### config.mk
export PLATFORM = sky130hd
export DESIGN_NAME = soc_pmc_gate_gen_flat
export DESIGN_NICKNAME = d
export VERILOG_FILES = /design/src/rtl/soc_pmc_pkg.sv /design/src/rtl/soc_pmc_bus.sv /design/src/rtl/soc_pmc_strobe_gen.sv /design/src/rtl/soc_pmc_gate_gen.sv /design/src/flat_wrapper.sv
export SDC_FILE = /design/constraint.sdc
export NUM_CORES = 1
export LEC_CHECK = 0
export CORE_MARGIN = 3
export CORE_UTILIZATION = 58
export CTS_CLUSTER_DIAMETER = 100
export CTS_CLUSTER_SIZE = 14
export DETAILED_ROUTE_END_ITERATION = 6
export PLACE_DENSITY = 0.89
export SYNTH_ARGS = -nofsm -noshare
export SYNTH_HDL_FRONTEND = slang
export SYNTH_SLANG_ARGS = --single-unit
export TNS_END_PERCENT = 100
### constraint.sdc
create_clock -name clk -period 6.7 [get_ports clk]
set_clock_uncertainty 0.1 [all_clocks]
set_input_delay 1.34 -clock clk [delete_from_list [all_inputs] [get_ports clk]]
set_output_delay 1.34 -clock clk [all_outputs]
set_load 0.05 [all_outputs]
### src/rtl/soc_pmc_pkg.sv
// Shared types and default widths for the PMC gate/strobe timing generator.
package soc_pmc_pkg;

   localparam int PMC_CNT_W = 16;
   localparam int PMC_NUM_W = 8;

   typedef enum logic [1:0] {
      IDLE   = 2'd0,
      RUN    = 2'd1,
      FINISH = 2'd2
   } soc_pmc_state_t;

   typedef struct packed {
      logic [PMC_CNT_W-1:0] gate_len;
      logic [PMC_CNT_W-1:0] strobe_delay;
      logic [PMC_CNT_W-1:0] strobe_width;
      logic [PMC_CNT_W-1:0] strobe_period;
      logic [PMC_NUM_W-1:0] strobe_count;
   } soc_pmc_cfg_t;

endpackage

### src/rtl/soc_pmc_bus.sv
// Gate/strobe bus from the timing generator to the pixel matrix.
interface soc_pmc_bus;
   logic gate;
   logic strobe;

   modport slave  (output gate, output strobe);
   modport master (input  gate, input  strobe);
endinterface

### src/rtl/soc_pmc_strobe_gen.sv
// Strobe train sequencer: delay, in-period phase and pulse-index counters.
// strobe_next_o describes the cycle that will be registered at the next edge.
module soc_pmc_strobe_gen
   import soc_pmc_pkg::*;
(
   input  logic                 clk,
   input  logic                 rst_n,
   input  logic                 enable_i,
   input  logic                 clear_i,
   input  logic [PMC_CNT_W-1:0] strobe_delay_i,
   input  logic [PMC_CNT_W-1:0] strobe_width_i,
   input  logic [PMC_CNT_W-1:0] strobe_period_i,
   input  logic [PMC_NUM_W-1:0] strobe_count_i,
   output logic                 strobe_next_o
);

   logic [PMC_CNT_W-1:0] dly_q, dly_d;
   logic [PMC_CNT_W-1:0] phase_q, phase_d;
   logic [PMC_NUM_W-1:0] pulse_q, pulse_d;
   logic [PMC_NUM_W-1:0] eff_count;
   logic                 in_delay;
   logic                 last_pulse;
   logic                 wrap;

   always_comb begin
      eff_count = strobe_count_i;
      if (strobe_period_i == '0 && strobe_count_i != '0) begin
         eff_count = PMC_NUM_W'(1);
      end
      in_delay   = (dly_q != strobe_delay_i);
      last_pulse = (pulse_q == eff_count - PMC_NUM_W'(1));
      // The last pulse never wraps, so it runs its full width even when period < width.
      wrap = !last_pulse && (strobe_period_i != '0)
             && (phase_q == strobe_period_i - PMC_CNT_W'(1));
      strobe_next_o = !in_delay && (pulse_q < eff_count) && (phase_q < strobe_width_i);

      dly_d   = dly_q;
      phase_d = phase_q;
      pulse_d = pulse_q;
      if (clear_i) begin
         dly_d   = '0;
         phase_d = '0;
         pulse_d = '0;
      end else if (enable_i) begin
         if (in_delay) begin
            dly_d = dly_q + PMC_CNT_W'(1);
         end else if (wrap) begin
            phase_d = '0;
            pulse_d = pulse_q + PMC_NUM_W'(1);
         end else if (phase_q != '1) begin
            phase_d = phase_q + PMC_CNT_W'(1);
         end
      end
   end

   always_ff @(posedge clk or negedge rst_n) begin
      if (!rst_n) begin
         dly_q   <= '0;
         phase_q <= '0;
         pulse_q <= '0;
      end else begin
         dly_q   <= dly_d;
         phase_q <= phase_d;
         pulse_q <= pulse_d;
      end
   end

endmodule

### src/rtl/soc_pmc_gate_gen.sv
// PMC timing generator: one start opens a gate window of gate_len cycles with a strobe train inside.
// gate/strobe/done are registered one cycle after the decision; abort returns to IDLE on the next edge.
module soc_pmc_gate_gen
   import soc_pmc_pkg::*;
#(
   parameter int CNT_WIDTH = PMC_CNT_W,
   parameter int NUM_WIDTH = PMC_NUM_W
) (
   input  logic                 clk,
   input  logic                 rst_n,
   input  logic                 start,
   input  logic                 abort,
   input  logic [CNT_WIDTH-1:0] gate_len,
   input  logic [CNT_WIDTH-1:0] strobe_delay,
   input  logic [CNT_WIDTH-1:0] strobe_width,
   input  logic [CNT_WIDTH-1:0] strobe_period,
   input  logic [NUM_WIDTH-1:0] strobe_count,
   output logic                 busy,
   output logic                 done,
   soc_pmc_bus.slave            pmc_bus
);

   soc_pmc_state_t       state_q, state_d;
   soc_pmc_cfg_t         cfg_q, cfg_d;
   logic [PMC_CNT_W-1:0] gate_cnt_q, gate_cnt_d;
   logic                 gate_q, strobe_q, done_q;
   logic                 run_next;
   logic                 strobe_next;

   always_comb begin
      state_d    = state_q;
      cfg_d      = cfg_q;
      gate_cnt_d = gate_cnt_q;
      unique case (state_q)
         IDLE: begin
            if (start && !abort) begin
               cfg_d.gate_len      = PMC_CNT_W'(gate_len);
               cfg_d.strobe_delay  = PMC_CNT_W'(strobe_delay);
               cfg_d.strobe_width  = PMC_CNT_W'(strobe_width);
               cfg_d.strobe_period = PMC_CNT_W'(strobe_period);
               cfg_d.strobe_count  = PMC_NUM_W'(strobe_count);
               gate_cnt_d          = PMC_CNT_W'(1);
               state_d             = (gate_len == '0) ? FINISH : RUN;
            end
         end
         RUN: begin
            if (abort) begin
               state_d    = IDLE;
               gate_cnt_d = '0;
            end else if (gate_cnt_q == cfg_q.gate_len) begin
               state_d    = FINISH;
               gate_cnt_d = '0;
            end else if (gate_cnt_q != '1) begin
               gate_cnt_d = gate_cnt_q + PMC_CNT_W'(1);
            end
         end
         FINISH: begin
            state_d    = IDLE;
            gate_cnt_d = '0;
         end
         default: begin
            state_d    = IDLE;
            gate_cnt_d = '0;
         end
      endcase
      run_next = (state_d == RUN);
   end

   // Fed with cfg_d so the start cycle already sees the config being latched.
   soc_pmc_strobe_gen u_strobe_gen (
      .clk             (clk),
      .rst_n           (rst_n),
      .enable_i        (run_next),
      .clear_i         (!run_next),
      .strobe_delay_i  (cfg_d.strobe_delay),
      .strobe_width_i  (cfg_d.strobe_width),
      .strobe_period_i (cfg_d.strobe_period),
      .strobe_count_i  (cfg_d.strobe_count),
      .strobe_next_o   (strobe_next)
   );

   always_ff @(posedge clk or negedge rst_n) begin
      if (!rst_n) begin
         state_q    <= IDLE;
         cfg_q      <= '0;
         gate_cnt_q <= '0;
         gate_q     <= 1'b0;
         strobe_q   <= 1'b0;
         done_q     <= 1'b0;
      end else begin
         state_q    <= state_d;
         cfg_q      <= cfg_d;
         gate_cnt_q <= gate_cnt_d;
         gate_q     <= run_next;
         strobe_q   <= strobe_next && run_next;
         done_q     <= (state_d == FINISH);
      end
   end

   assign busy           = (state_q != IDLE);
   assign done           = done_q;
   assign pmc_bus.gate   = gate_q;
   assign pmc_bus.strobe = strobe_q;

endmodule

### src/flat_wrapper.sv
// flat-port wrapper written by rule: the top's interface ports become plain ports
module soc_pmc_gate_gen_flat import soc_pmc_pkg::*;
#(
   parameter int CNT_WIDTH = PMC_CNT_W,
   parameter int NUM_WIDTH = PMC_NUM_W
)
  (clk, rst_n, start, abort, gate_len, strobe_delay, strobe_width, strobe_period, strobe_count, busy, done, pmc_bus_gate, pmc_bus_strobe);
  soc_pmc_bus pmc_bus_i ();
  input  logic clk;
  input  logic rst_n;
  input  logic start;
  input  logic abort;
  input  logic [CNT_WIDTH-1:0] gate_len;
  input  logic [CNT_WIDTH-1:0] strobe_delay;
  input  logic [CNT_WIDTH-1:0] strobe_width;
  input  logic [CNT_WIDTH-1:0] strobe_period;
  input  logic [NUM_WIDTH-1:0] strobe_count;
  output logic busy;
  output logic done;
  output wire logic [$bits(pmc_bus_i.gate)-1:0] pmc_bus_gate;
  output wire logic [$bits(pmc_bus_i.strobe)-1:0] pmc_bus_strobe;
  assign pmc_bus_gate = pmc_bus_i.gate;
  assign pmc_bus_strobe = pmc_bus_i.strobe;
  soc_pmc_gate_gen #(.CNT_WIDTH(CNT_WIDTH), .NUM_WIDTH(NUM_WIDTH)) u_core (.clk(clk), .rst_n(rst_n), .start(start), .abort(abort), .gate_len(gate_len), .strobe_delay(strobe_delay), .strobe_width(strobe_width), .strobe_period(strobe_period), .strobe_count(strobe_count), .busy(busy), .done(done), .pmc_bus(pmc_bus_i));
endmodule
==> results of run 1 <==
==> cell families after synthesis <==
| family | count (synthesis) |
|---|---|
| multiplexers | 35 |
| AO/OA/AOI/OAI | 134 |
| flip-flops | 133 |
| XOR/XNOR | 76 |
| AND/OR/NAND/NOR | 424 |
| buffers and inverters | 75 |
| adder cells (fa/ha/maj) | 29 |
==> final cells by class <==
cell class	count	area, µm²
multi-input cells	698	4460
fillers	989	3840
flip-flops and latches	133	3330
repair buffers	87	848
clock buffers	17	425
well taps	176	220
clock inverters	15	168
inverters	42	158
==> how the worst min path moves through the flow <==
stage / slack [ps] / to / depth (start not counted)
5_1_grt: 420 / u_core.cfg_q[41]$_DFF_PN0_ / 1
4_1_cts: 400 / u_core.cfg_q[60]$_DFFE_PN0P_ / 2
2_1_floorplan: 370 / u_core.cfg_q[66]$_DFFE_PN0P_ / 2
3_3_place_gp: 380 / u_core.cfg_q[61]$_DFFE_PN0P_ / 2
6_report: 400 / u_core.cfg_q[60]$_DFFE_PN0P_ / 2
3_5_place_dp: 390 / u_core.cfg_q[40]$_DFF_PN0_ / 1
==> critical path: stages <==
cell and delay [ps]:
clkdlybuf4s50_1 450, or4b_4 660, mux2i_1 350, ha_1 370
o2111ai_2 170, buf_4 210, nor2_1 210, nor2_1 110
ha_1 240, inv_1 130, a21oi_2 60, xor2_1 170
or4b_1 480, a311o_1 440, o21a_4 210, nand4_1 100
mux2_1 340
==> power by group through the flow <==
stage / Clock, W / Combinational (W) / Sequential [W]
2_1_floorplan: 0 / 0.000384 / 0.000972
3_3_place_gp: 0 / 0.000519 / 0.000990
3_5_place_dp: 0 / 0.000540 / 0.000994
4_1_cts: 0.000951 / 0.000549 / 0.000982
5_1_grt: 0.000988 / 0.000611 / 0.000996
6_report: 0.000941 / 0.000550 / 0.000985
==> metrics by stage <==
step / area, µm² / std cells / setup slack [ps] / util / power [W]
after CTS: 9610 / 1168 / 908 / 0.714 / 0.00248
final: 9610 / 1168 / 853 / 0.714 / 0.00248
after floorplan: 8100 / 906 / 638 / - / 0.00136
after global routing: 9610 / 1168 / 569 / 0.714 / 0.00260
after global placement: 9020 / 1136 / 685 / 0.670 / 0.00151
after detailed placement: 9020 / 1136 / 470 / 0.670 / 0.00153
==> layout by cell type (no fill, tap or decap), types with 10 or more instances in the layout <==
master           count
mux2_2              16
nand4_1             20
xnor2_1             19
nand3_1             22
xor2_1              55
and2_1              20
mux2i_1             10
inv_1               42
and3_1              16
clkbuf_16           17
clkdlybuf4s50_1     78
nor3_1              25
a21oi_1             24
o21ai_0             37
nor2_1              68
ha_1                29
nand2_1            170
dfrtp_1            133
nor4_1              25
==> registers in the layout, summed over array words and instances (netlist names) <==
| signal | flops |
|---|---|
| u_core.u_strobe_gen.phase_q | 16 |
| u_core.pmc_bus.gate | 1 |
| u_core.u_strobe_gen.dly_q | 16 |
| u_core.pmc_bus.strobe | 1 |
| u_core.gate_cnt_q | 16 |
| u_core.state_q | 2 |
| u_core.cfg_q | 72 |
| u_core.done | 1 |
| u_core.u_strobe_gen.pulse_q | 8 |
==> layer usage <==
layer  track usage  wire (µm)
met1         0.348       8390
met2         0.464       9720
met3        0.0631       1460
met4         0.121        627
met5             0          0
==> impl_metrics.csv, run 1 <==
group,metric,value,unit
pwr,power.internal,0.00170,W
logic_synthesis,synth.net_count,1011,
logic_synthesis,synth_common_cells,"nand2_1, dfrtp_1, nor2_1",
cts,cts_buffer_depth,2,
setup_path,criticalPathCategory,"primary input to register",
floorplan,rows,42,
logic_synthesis,synth_flop_cell,"dfrtp_1",
grt,grt_pass1_vias,6983,
logic_synthesis,ys_async_sr_fraction,1.00,
layout,syn2layout_area_growth,18.6,%
cts,cts_buffers,17,
route,antenna_left,0,
cts,clock-sinks,133,
logic_synthesis,synth_xor_xnor_area_share,0.0856,
logic_synthesis,synth_area,8100,µm²
route,drtIter0Drc,659,
floorplan,fp.dieW,124,µm
cts,post_cts_buffers,0,
grt,grt_pass1_wl,33.4,mm
logic_synthesis,syn_inst,906,
pwr,p_per_area,258,nW/µm²
floorplan,start_util,0.602,
floorplan,die_h,124,µm
placement,gp_congestion,0.958,
logic_synthesis,synth_compound_area_frac,0.112,
pwr,peakVddDrop,0.000201,V
timing,tns,0,ps
worst_hold_path,hp-start,"u_core.cfg_q[60]$_DFFE_PN0P_",
logic_synthesis,synthMuxAreaShare,0.0513,
cts,cts_root_buf,"clkbuf_16",
placement,dp_hpwl,14.2,mm
timing,finalHoldViolCount,0,
layout,num-nets-final,1084,
setup_path,crit_path_end_kind,"register",
setup_path,setup.worst_path.end,"u_core.u_strobe_gen.pulse_q[5]$_DFFE_PN0P_",
pwr,p_sw_frac,0.313,
pwr,p_switching,0.000774,W
cts,post_cts_resized,0,
pwr,cellLeakagePower,4.35,nW
timing,setup_viol,0,
route,wirelength,20.2,mm
setup_path,crit_required,6920,ps
layout,final_layout_size_suffix_gt1_frac,0.0776,
timing,finalCriticalPeriod,5850,ps
setup_path,rrSetupSlack,1790,ps
setup_path,cp-startpoint,"abort",
route,wl_per_cell,17.3,µm
logic_synthesis,ys_warn_count,0,
setup_path,rr_startpoint,"u_core.state_q[0]$_DFF_PN0_",
cts,postCtsHoldBufs,0,
worst_hold_path,hp-class,"register to register",
timing,grt_setup_unrepaired,"false",
timing,slew_violations,0,
grt,overflow,0,
logic_synthesis,synth-seq-area-share,0.411,
logic_synthesis,synth_edf_count,0,
logic_synthesis,synth_most_common_cell,"nand2_1",
floorplan,dieArea,15400,µm²
route,vias,7086,
pwr,clock_power_share,0.380,
logic_synthesis,synthAdderAreaFrac,0.0448,
run,maxCapViolCount,0,
setup_path,reg2reg_depth,16,
timing,fin_hold_ws,402,ps
logic_synthesis,synthSimpleGateAreaFrac,0.256,
pwr,p_comb_frac,0.222,
setup_path,worst_r2r_endpoint,"u_core.u_strobe_gen.pulse_q[5]$_DFFE_PN0P_",
grt,grt_usage,0.279,
logic_synthesis,synth_area_per_cell,8.94,µm²
logic_synthesis,synth_top_family_by_area,"simple AND/OR/NAND/NOR gates",
grt,antenna_found_initial,0,
pwr,seqPwrFrac,0.398,
route,firstDrtPassIters,5,
floorplan,core_area,13500,µm²
layout,num_antenna_cells,0,
floorplan,io_pins,80,
setup_path,start_kind,"primary input",
cts,path_clk_slew,60,ps
setup_path,path_max_fanout,17,
timing,finalCritPeriodShare,0.873,
route,drc,0,
logic_synthesis,yosys.cell_types.count,72,
logic_synthesis,ys_ff_latch,133,
cts,cts_tree,"built",
cts,htreeDepth,4,
timing,relSlewSlack,0.268,
logic_synthesis,yosys.area.top_type,"dfrtp_1",
placement,port_buffers,79,
logic_synthesis,yosys-top-cells-area,"dfrtp_1, nand2_1, xor2_1",
grt,grt_max_degree,77,
timing,worstMarginPinSlew,1090,ps
timing,fmax,171,MHz
route,viasPerCell,6.07,
cts,insertion_delay,440,ps
logic_synthesis,netlist.area_leader.share,0.411,
status,outcome,"complete, no violations",
setup_path,cp_data_arrival_time,6060,ps
No activity file was read; power rests on OpenSTA's default activity.
==> inputs of run 2 (changes only) <==
CORE_ASPECT_RATIO = 1.25   (was not set)
==> impl_metrics.csv, run 2 (synthesized netlist as in run 1, its figures left out) <==
group,metric,value,unit
layout,final_common_cell,"nand2_1",
setup_path,crit_top_cell,"ha_1",
setup_path,crit_path_end_kind,"register",
worst_hold_path,holdPathEnd,"u_core.cfg_q[24]$_DFF_PN0_",
cts,cts_root_buf,"clkbuf_16",
timing,tns,0,ps
run,maxCapViolCount,0,
floorplan,fp.dieW,112,µm
timing,finalCritPeriodShare,0.861,
timing,slew_violations,0,
pwr,peakVddDrop,0.000206,V
floorplan,rows,47,
pwr,p_sw_frac,0.315,
setup_path,cp-startpoint,"abort",
placement,place_area,9020,µm²
layout,num_antenna_cells,0,
worst_hold_path,hp-class,"register to register",
setup_path,start_kind,"primary input",
pwr,clock_power_share,0.369,
setup_path,crit_slowest_cell,"or4b_4",
layout,final_layout_size_suffix_gt1_frac,0.0785,
pwr,p_switching,0.000763,W
cts,cts_tree,"built",
setup_path,rr_startpoint,"u_core.state_q[0]$_DFF_PN0_",
placement,gp_congestion,0.906,
route,drc,0,
pwr,p_comb_frac,0.226,
worst_hold_path,hp-start,"u_core.cfg_q[24]$_DFF_PN0_",
grt,grt_pass1_vias,7122,
timing,finalCriticalPeriod,5770,ps
timing,worstMarginPinSlew,1130,ps
grt,grt_pass1_wl,33.3,mm
worst_hold_path,min_path_cells,1,
timing,relSlewSlack,0.239,
layout,syn2layout_area_growth,18.2,%
timing,fmax,173,MHz
setup_path,slowest_delay,620,ps
route,viasPerCell,6.07,
pwr,cellLeakagePower,4.35,nW
cts,post_cts_buffers,0,
grt,grt_usage,0.264,
pwr,power.internal,0.00166,W
route,firstDrtPassIters,4,
pwr,p_per_area,253,nW/µm²
layout,largest_register_ffs,72,
grt,grt_max_degree,78,
cts,htreeDepth,4,
setup_path,cp_top_family,"simple AND/OR/NAND/NOR gates",
setup_path,reg2reg_depth,15,
setup_path,path_cells,"clkdlybuf4s50_1 -> or4b_4 -> mux2i_1 -> ha_1 -> o2111ai_2 -> or2_1 -> nand2_1 -> ha_1 -> inv_1 -> a21oi_2 -> xor2_1 -> or4b_1 -> a311o_1 -> o21a_4 -> nand4_1 -> mux2_1",
cts,path_clk_slew,60,ps
floorplan,start_util,0.602,
cts,clock-sinks,133,
grt,antenna_found_initial,0,
cts,insertion_delay,430,ps
cts,post_cts_resized,0,
pwr,seqPwrFrac,0.406,
floorplan,core_area,13500,µm²
timing,setup_viol,0,
cts,cts_buffers,17,
setup_path,criticalPathCategory,"primary input to register",
status,outcome,"complete, no violations",
route,vias,7064,
cts,cts_buffer_depth,2,
floorplan,io_pins,80,
cts,postCtsHoldBufs,0,
setup_path,crit_required,6920,ps
layout,fin_area,9580,µm²
route,drtIter0Drc,432,
route,wirelength,20.0,mm
setup_path,path_max_fanout,17,
placement,port_buffers,79,
layout,largest-register,"u_core.cfg_q",
floorplan,die_h,138,µm
setup_path,cp_data_arrival_time,5980,ps
route,antenna_left,0,
placement,dp_hpwl,14.4,mm
grt,overflow,0,
floorplan,dieArea,15400,µm²
route,wl_per_cell,17.2,µm
timing,finalHoldViolCount,0,
timing,grt_setup_unrepaired,"false",
setup_path,worst_r2r_endpoint,"u_core.u_strobe_gen.pulse_q[5]$_DFFE_PN0P_",
layout,layout_common_cells,"nand2_1, dfrtp_1, clkdlybuf4s50_1",
setup_path,rrSetupSlack,1900,ps
layout,num-nets-final,1085,
setup_path,crit_buf_inv,2,
[run 2: changes by cell type in the layout (fill, tap and decap cells not counted), sizes merged]
cell / change
clkinv: +5
clkinvlp: -2
inv: -2
buf: +1
bufinv: -1
[run 2: worst max path at each step]
| stage | endpoint | slack (ps) | depth (start not counted) |
|---|---|---|---|
| floorplan | u_core.u_strobe_gen.pulse_q[5]$_DFFE_PN0P_ | 640 | 22 |
| global placement | u_core.u_strobe_gen.pulse_q[5]$_DFFE_PN0P_ | 700 | 16 |
| detailed placement | u_core.u_strobe_gen.pulse_q[5]$_DFFE_PN0P_ | 550 | 16 |
| CTS | u_core.u_strobe_gen.pulse_q[5]$_DFFE_PN0P_ | 990 | 16 |
| global route | u_core.u_strobe_gen.pulse_q[5]$_DFFE_PN0P_ | 660 | 16 |
| finish | u_core.u_strobe_gen.pulse_q[5]$_DFFE_PN0P_ | 930 | 16 |
[run 2: power groups by stage]
stage	Sequential, W	Clock [W]	Combinational (W)
after floorplan	0.000972	0	0.000384
final	0.000983	0.000892	0.000547
after detailed placement	0.000993	0	0.000541
after global routing	0.000992	0.000935	0.000613
after CTS	0.000980	0.000897	0.000546
after global placement	0.000987	0	0.000522
[run 2: worst reg2reg max path: cells and delay by family (launching register included)]
family                     cells  cell delay, ps
buffers and inverters          1             100
AOI/OAI and AO/OA              4            1050
adders and majority gates      2             560
muxes                          2             620
DFF                            1             430
and+or+nand+nor                5            1640
xor gates and xnor gates       1             180
[run 2: cell type report]
type,instances,area (µm²)
clock buffer,17,425
timing repair buffer,88,856
tap,171,214
sequential,133,3330
multi-input combinational,698,4460
inverter,42,158
clock inverter,15,131
fill,957,3890
[run 2: metal layers]
layer / vias to the layer above / part of all wire / track usage
met1: 3363 / 0.38 / 0.295
met2: 280 / 0.52 / 0.460
li1: 3324 / - / -
met3: 97 / 0.052 / 0.0621
met4: 0 / 0.050 / 0.147
met5: - / 0 / 0
[run 2: metrics by stage]
| step | hold WS (ps) | power, W | worst slack, ps | utilization | cells |
|---|---|---|---|---|---|
| final | 395 | 0.00242 | 934 | 0.711 | 1164 |
| after global routing | 422 | 0.00254 | 662 | 0.711 | 1164 |
| after CTS | 398 | 0.00242 | 985 | 0.711 | 1164 |
| after detailed placement | 383 | 0.00153 | 546 | 0.670 | 1132 |
| after global placement | 375 | 0.00151 | 703 | 0.670 | 1132 |
| after floorplan | 365 | 0.00136 | 638 | - | 906 |
==> inputs of run 3 (changes only) <==
SYNTH_HIERARCHICAL = 1   (was not set)
==> impl_metrics.csv, run 3 <==
group,metric,value,unit
run,maxCapViolCount,0,
layout,final_layout_size_suffix_gt1_frac,0.159,
cts,cts_root_buf,"clkbuf_16",
grt,grt_pass1_vias,6278,
grt,overflow,0,
timing,setup_viol,0,
route,viasPerCell,6.22,
route,vias,6346,
setup_path,path_max_fanout,16,
grt,grt_max_degree,73,
logic_synthesis,ys_ff_latch,133,
logic_synthesis,ys_warn_count,6,
placement,port_buffers,79,
timing,worstMarginPinSlew,896,ps
timing,relSlewSlack,0.403,
pwr,p_per_area,258,nW/µm²
logic_synthesis,yosys.area.top_type,"dfrtp_1",
floorplan,rows,46,
timing,finalCritPeriodShare,0.927,
cts,post_cts_resized,0,
layout,syn2layout_area_growth,20.0,%
route,antenna_left,0,
logic_synthesis,yosys-top-cells-area,"dfrtp_1, mux2_2, xor2_1",
placement,dp_hpwl,12.7,mm
logic_synthesis,synth-seq-area-share,0.429,
logic_synthesis,syn_inst,755,
pwr,peakVddDrop,0.000156,V
grt,grt_usage,0.261,
cts,htreeDepth,4,
pwr,cellLeakagePower,4.05,nW
layout,num_antenna_cells,0,
status,outcome,"complete, but fails checks",
route,wirelength,18.7,mm
floorplan,die_h,135,µm
timing,tns,0,ps
timing,fmax,161,MHz
cts,path_clk_slew,60,ps
logic_synthesis,yosys.cell_types.count,67,
timing,grt_setup_unrepaired,"false",
worst_hold_path,hp-class,"register to register",
logic_synthesis,synth_edf_count,0,
cts,clock-sinks,133,
floorplan,core_area,12900,µm²
worst_hold_path,min_path_cells,1,
setup_path,reg2reg_depth,19,
route,firstDrtPassIters,7,
logic_synthesis,netlist.area_leader.share,0.429,
cts,cts_buffers,17,
layout,fin_area,9310,µm²
layout,largest-register,"u_core/cfg_q",
logic_synthesis,synth_most_common_cell,"dfrtp_1",
status,violations,"design-rule violations",
cts,post_cts_buffers,0,
route,drc,1,
cts,cts_tree,"built",
cts,postCtsHoldBufs,0,
logic_synthesis,ys_async_sr_fraction,1.00,
logic_synthesis,synth_flop_cell,"dfrtp_1",
cts,insertion_delay,420,ps
setup_path,cp_data_arrival_time,6470,ps
cts,cts_buffer_depth,2,
route,drtIter0Drc,561,
layout,final_common_cell,"dfrtp_1",
timing,finalHoldViolCount,0,
floorplan,dieArea,14800,µm²
setup_path,criticalPathCategory,"primary input to register",
timing,finalCriticalPeriod,6210,ps
floorplan,io_pins,80,
layout,largest_register_ffs,72,
route,wl_per_cell,18.3,µm
logic_synthesis,synth_area,7760,µm²
floorplan,fp.dieW,109,µm
placement,gp_congestion,0.902,
layout,num-nets-final,945,
layout,layout_common_cells,"dfrtp_1, clkdlybuf4s50_1, mux2_2",
setup_path,start_kind,"primary input",
setup_path,crit_path_end_kind,"register",
placement,place_area,8750,µm²
setup_path,crit_required,6960,ps
grt,antenna_found_initial,0,
timing,slew_violations,0,
logic_synthesis,synth_area_per_cell,10.3,µm²
logic_synthesis,synth.net_count,860,
grt,grt_pass1_wl,30.5,mm
floorplan,start_util,0.602,
logic_synthesis,synth_common_cells,"dfrtp_1, mux2_2, xor2_1",
run 3: cell count changes after synthesis, moves of 7 or more:
cell / before / now
o22ai_1: 2 / 9
mux2_2: 16 / 74
nand2_1: 170 / 42
a31oi_1: 4 / 18
buf_2: 3 / 14
a41oi_1: 0 / 7
o21ai_0: 37 / 8
a21o_1: 4 / 14
o31ai_1: 9 / 0
and2_1: 20 / 3
nor2_1: 68 / 50
run 3: per-layer routing:
metal | vias to the layer above | global-route usage | share of wire
met5 | - | 0 | 0
met3 | 48 | 0.0429 | 0.060
met2 | 310 | 0.431 | 0.50
li1 | 2934 | - | -
met1 | 3054 | 0.341 | 0.42
met4 | 0 | 0.105 | 0.023
run 3: critical path, stage by stage:
cell and delay [ps]:
clkdlybuf4s50_1 450, nand2b_1 250, nor2_4 360, buf_4 320, mux2_2 420, nor4_1 380, nor3b_2 340, and3_1 200
nor2_1 60, ha_1 270, xnor2_1 300, o211ai_1 130, a211o_1 230, a211o_1 230, a2111o_1 370, o22a_1 230
buf_4 200, a311oi_2 250, a41o_1 120
run 3: cells by family after synthesis:
logic type,after synthesis,synth area share
flops,133,0.429
mux,79,0.114
buf+inv,66,0.0361
fa+ha+maj,29,0.0468
compound gates,132,0.120
simple gates,238,0.166
xor+xnor,78,0.0881
run 3: path summary, 6_finish.rpt:
path / slack [ps] / to / startpoint
max: 490 / u_core/u_strobe_gen/pulse_q[6]$_DFFE_PN0P_ / abort
max reg2reg: 1390 / u_core/u_strobe_gen/pulse_q[6]$_DFFE_PN0P_ / u_core/state_q[0]$_DFF_PN0_
min in group asynchronous: 890 / u_core/cfg_q[27]$_DFF_PN0_ / rst_n
min reg2reg: 400 / u_core/cfg_q[31]$_DFF_PN0_ / u_core/cfg_q[31]$_DFF_PN0_
min: 400 / u_core/cfg_q[31]$_DFF_PN0_ / u_core/cfg_q[31]$_DFF_PN0_
max in group asynchronous: 4230 / u_core/u_strobe_gen/phase_q[15]$_DFFE_PN0P_ / rst_n
run 3: cell type report:
class / count / area, µm²
Clock inverter: 13 / 125
Clock buffer: 19 / 433
Timing Repair Buffer: 95 / 908
Sequential cell: 133 / 3330
Inverter: 37 / 139
Tap cell: 168 / 210
Multi-Input combinational cell: 556 / 4160
Fill cell: 843 / 3590
run 3: metrics by stage:
step                      power, W  utilization  setup slack, ps  cells  hold slack [ps]
after global placement     0.00149        0.678              392    989              380
after floorplan            0.00134            -              686    755              371
after detailed placement   0.00152        0.678              203    989              386
after global routing       0.00251        0.722              235   1021              405
final                      0.00240        0.722              487   1021              395
after CTS                  0.00240        0.722              549   1021              399
run 3: report_power, final:
group | leakage (nW) | switching, W | internal, W
logic | 2.10 | 0.000306 | 0.000258
registers | 1.69 | 0.0000497 | 0.000909
clock network | 0.257 | 0.000363 | 0.000514
total | 4.05 | 0.000718 | 0.00168
